==> src/rtl/serial_add_unit.sv <==
// +-----------------------------------------------------------------------------+
// | serial_add_unit: LSB-first digit-serial adder with valid/ready handshakes.  |
// | Option: SERIAL_ADD_UNIT_SUB_EN adds sub_i (a - b).  Rev 1.0                 |
// +-----------------------------------------------------------------------------+
`default_nettype none

module serial_add_unit #(
  parameter int WIDTH = 8,
  parameter int DIGIT = 1
) (
  input  logic             clk_i,
  input  logic             rst_ni,
  input  logic             in_valid_i,
  output logic             in_ready_o,
  input  logic [WIDTH-1:0] a_i,
  input  logic [WIDTH-1:0] b_i,
  input  logic             cin_i,
`ifdef SERIAL_ADD_UNIT_SUB_EN
  input  logic             sub_i,
`endif
  output logic             out_valid_o,
  input  logic             out_ready_i,
  output logic [WIDTH-1:0] sum_o,
  output logic             cout_o,
  output logic             busy_o
);

  localparam int NDIG = WIDTH / DIGIT;
  localparam int CW   = (NDIG > 1) ? $clog2(NDIG) : 1;

  if ((WIDTH < 2) || (DIGIT < 1) || ((WIDTH % DIGIT) != 0)) begin : g_param_err
    $error("serial_add_unit: WIDTH must be >= 2 and a multiple of DIGIT");
  end

  typedef enum logic [1:0] {
    ST_IDLE = 2'd0,
    ST_RUN  = 2'd1,
    ST_DONE = 2'd2
  } state_e;

  state_e           state_q, state_d;
  logic [WIDTH-1:0] a_q, a_d;
  logic [WIDTH-1:0] b_q, b_d;
  logic [WIDTH-1:0] sum_q, sum_d;
  logic             carry_q, carry_d;
  logic             cout_q, cout_d;
  logic [CW-1:0]    cnt_q, cnt_d;

  logic [DIGIT:0]   w_dig;
  logic [WIDTH-1:0] w_sum_next;
  logic [WIDTH-1:0] w_b_load;
  logic             w_c_load;

  assign w_dig = {1'b0, a_q[DIGIT-1:0]} + {1'b0, b_q[DIGIT-1:0]} + {{DIGIT{1'b0}}, carry_q};

  // Result digits enter at the MSB end so the final digit lands the sum in place.
  if (DIGIT == WIDTH) begin : g_shift_full
    assign w_sum_next = w_dig[DIGIT-1:0];
  end else begin : g_shift_part
    assign w_sum_next = {w_dig[DIGIT-1:0], sum_q[WIDTH-1:DIGIT]};
  end

`ifdef SERIAL_ADD_UNIT_SUB_EN
  // Subtraction is a + ~b + 1, so only the loaded operand and carry differ.
  assign w_b_load = sub_i ? ~b_i : b_i;
  assign w_c_load = sub_i ? 1'b1 : cin_i;
`else
  assign w_b_load = b_i;
  assign w_c_load = cin_i;
`endif

  always_comb begin
    state_d = state_q;
    a_d     = a_q;
    b_d     = b_q;
    sum_d   = sum_q;
    carry_d = carry_q;
    cout_d  = cout_q;
    cnt_d   = cnt_q;
    case (state_q)
      ST_IDLE: begin
        if (in_valid_i) begin
          a_d     = a_i;
          b_d     = w_b_load;
          carry_d = w_c_load;
          cnt_d   = '0;
          state_d = ST_RUN;
        end
      end
      ST_RUN: begin
        a_d     = a_q >> DIGIT;
        b_d     = b_q >> DIGIT;
        sum_d   = w_sum_next;
        carry_d = w_dig[DIGIT];
        cnt_d   = cnt_q + CW'(1);
        if (cnt_q == CW'(NDIG - 1)) begin
          cout_d  = w_dig[DIGIT];
          state_d = ST_DONE;
        end
      end
      ST_DONE: begin
        if (out_ready_i) state_d = ST_IDLE;
      end
      default: state_d = ST_IDLE;
    endcase
  end

  always_ff @(posedge clk_i or negedge rst_ni) begin
    if (!rst_ni) begin
      state_q <= ST_IDLE;
      a_q     <= '0;
      b_q     <= '0;
      sum_q   <= '0;
      carry_q <= 1'b0;
      cout_q  <= 1'b0;
      cnt_q   <= '0;
    end else begin
      state_q <= state_d;
      a_q     <= a_d;
      b_q     <= b_d;
      sum_q   <= sum_d;
      carry_q <= carry_d;
      cout_q  <= cout_d;
      cnt_q   <= cnt_d;
    end
  end

  assign in_ready_o  = (state_q == ST_IDLE);
  assign out_valid_o = (state_q == ST_DONE);
  assign busy_o      = (state_q == ST_RUN);
  assign sum_o       = sum_q;
  assign cout_o      = cout_q;

endmodule

`default_nettype wire

==> config.mk <==
export PLATFORM = sky130hd
export DESIGN_NAME = serial_add_unit
export DESIGN_NICKNAME = d
export VERILOG_FILES = /design/src/rtl/serial_add_unit.sv
export SDC_FILE = /design/constraint.sdc
export NUM_CORES = 1
export LEC_CHECK = 0
export CAP_MARGIN = 5
export CORE_UTILIZATION = 53
export CTS_BUF_LIST = sky130_fd_sc_hd__clkbuf_16
export DETAILED_ROUTE_END_ITERATION = 6
export GPL_TIMING_DRIVEN = 0
export PLACE_DENSITY_LB_ADDON = 0.08
export SLEW_MARGIN = 25
export SYNTH_ARGS = -nofsm -noshare
export SYNTH_HDL_FRONTEND = slang
export SYNTH_SLANG_ARGS = --single-unit
==> constraint.sdc <==
create_clock -name clk_i -period 2.6 [get_ports clk_i]
set_input_delay 0.52 -clock clk_i [delete_from_list [all_inputs] [get_ports clk_i]]
set_output_delay 0.52 -clock clk_i [all_outputs]
set_load 0.005 [all_outputs]
==> qor.txt <==
Status = finished clean
DIE HEIGHT = 55.1 microns
Area leader, netlist = dfrtp_1
Data arrival time of the worst path = 1710 ps
Max-Slew Margin vs Limit = 54.5%
Int Pwr = 1630 uW
Inserted Clock Buffers = 5
Hold_buf cts = 0
Net Switching = 710 uW
Root buffer cell = clkbuf_16
Post-CTS Setup Bufs = 0
Netlist cell types = 28
Die Wd = 55.1 microns
# port buffers = 32
Tcrit/Tclk final = 85.6%
Crit end category = output port
DR WL/cell = 15.2 microns
TritonCTS clock tree = built
Largest net degree at the start of global routing = 32
Peak VDD IR = 0.00106 V
Crit path kind = flip-flop to output port
CORE AREA = 2570 sq um
Share of the synthesized area in the top cell type = 51.9%
Synthesis-to-finish area growth = 32.7%
Placer Congestion = 0.774
Syn_nets = 141
Commonest non-fill, non-tap cells in the layout = dfrtp_1, clkdlybuf4s50_1, buf_2, or4b_1
Detailed-route vias per instance = 5.92
Initial antenna violation count = 0
DP HPWL = 1990 microns
Vias in the first global route = 1,022
NumNets Final = 180
Seq/Total Area, Yosys = 51.9%
Setup slack after layout = 373 ps
Layout Skew = 1.99 ps
Clock transition at path regs = 50 ps
Req. time, crit path = 2080 ps
Total clock sinks = 31
Switch share = 30.4%
Crit path launch type = flip-flop
Routed wire length = 2850 microns
Leak = 0.000861 uW
Max frequency = 0.449 GHz
Total Power = 2340 uW
RSZ-0062 raised after global routing = no
Total grt overflow = 0
Seq cells post-synth = 31
Ranking of synthesized cells by area = dfrtp_1, or4b_1, o221a_2, mux2_2, nor3b_1
Min Clock Period, post-route = 2230 ps
Drt first pass iters = 4
Yosys warns = 0
Synth Instances = 117
Setup tns final = 0 ps
DRT iter0 DRCs = 27
# setup viols final = 0
Comb power frac = 40.1%
ANT nets after route = 0
Die Area = 3030 sq um
Tightest Pin Transition = 682 ps
First-pass GRT wire length = 4680 microns
Fin util = 77.2%
Pins Over Slew Limit = 0
Via count = 1,107
Hold Path Class = primary input to asynchronous set/reset pin
Setup slack at placement = 605 ps
CTS H-tree depth = 2
Share of cells above drive strength 1 = 20.4%
Worst R2R Setup Slack = 1210 ps
Maximum Capacitance Violations = 0
DRC viols = 0
Max Buffers Root-to-Sink = 2
Post-Syn Area = 1490 sq um
Row count = 18
Gr usage total = 22.8%
Post-cts sizing count = 0
IO Pins = 33
Power Dens Cells = 1180 nW/um^2
Syn_area_per_cell = 12.8 sq um
Clk pwr share = 22.7%
Critical path peak fanout = 10
Antenna cells = 0
Initial core utilization = 58.2%
Clk Latency, worst-skew pair = 270 ps
Flop pwr share = 37.2%
Final Hold Viols = 0
[cells by family (layout without fill, tap and decap cells)]
group	Yosys count	count (layout)	share of synthesized area [%]
compound gates	23	23	14.2
fa+ha+maj	3	3	3.01
buf+inv	19	59	6.03
flops	31	31	51.9
mux	10	10	7.45
simple gates	31	31	17.3
[path summary, 6_finish.rpt]
check / from / end / depth (start not counted)
worst min register to register: cout_o / cout_o / 1
worst max register to register: state_q[1] / carry_q / 3
max in group asynchronous: rst_ni / b_q[4] / 1
worst max-delay path: state_q[1] / in_ready_o / 4
worst min-delay path: rst_ni / sum_o[0] / 1
min in group clk_i: cout_o / cout_o / 1
[worst max-delay path, stage by stage, from the launching register on]
cell and delay (ps):
dfrtp_1 410, buf_2 190, buf_2 200, nor2_1 130, clkdlybuf4s50_1 510
[layer usage]
| metal | track usage [%] | routed length, microns |
|---|---|---|
| met3 | 8.47 | 155 |
| met1 | 27.1 | 1250 |
| met4 | 8.75 | 47 |
| met5 | 0 | 0 |
| met2 | 37.3 | 1390 |
[power by group through the flow]
stage	Clock [uW]	Sequential (uW)	Combinational (uW)
after CTS	537	870	952
after global routing	562	902	1050
after floorplan	0	846	610
final	532	870	937
after detailed placement	0	873	947
after global placement	0	866	914
[cell type report]
class                           instances  area (sq um)
Sequential cell                        31           776
Fill cell                             176           584
Timing Repair Buffer                   32           315
Clock buffer                            5           125
Clock inverter                          3          11.3
Inverter                                8          30.0
Buffer                                 11          60.1
Multi-Input combinational cell         67           628
Tap cell                               30          37.5
[state kept, by name, summed over array words and instances, names as in the netlist]
name and flops:
a_q 8, b_q 8, sum_o 8, cnt_q 3
state_q 2, carry_q 1, cout_o 1
[synth_stat cells, drive strengths merged]
cell and instances:
nand2b 4, nor4bb 2, clkbuf 2, or4b 9, nor4b 6, ha 2, fa 1, a211oi 6
nand3b 1, o21ba 1, dfrtp 31, a21oi 1, inv 8, o21bai 1, mux2i 1, nor3b 8
buf 9, nor2 1, a211o 2, o221a 9, o21ai 1, mux2 9, a22o 2
[through the flow]
step	instances	hold slack [ps]	cell area, sq um
after floorplan	117	224	1490
after global placement	179	477	1850
after detailed placement	179	484	1850
after CTS	187	312	1980
after global routing	187	346	1980
final	187	286	1980
Note: power is estimated with default switching activity, not from simulation.
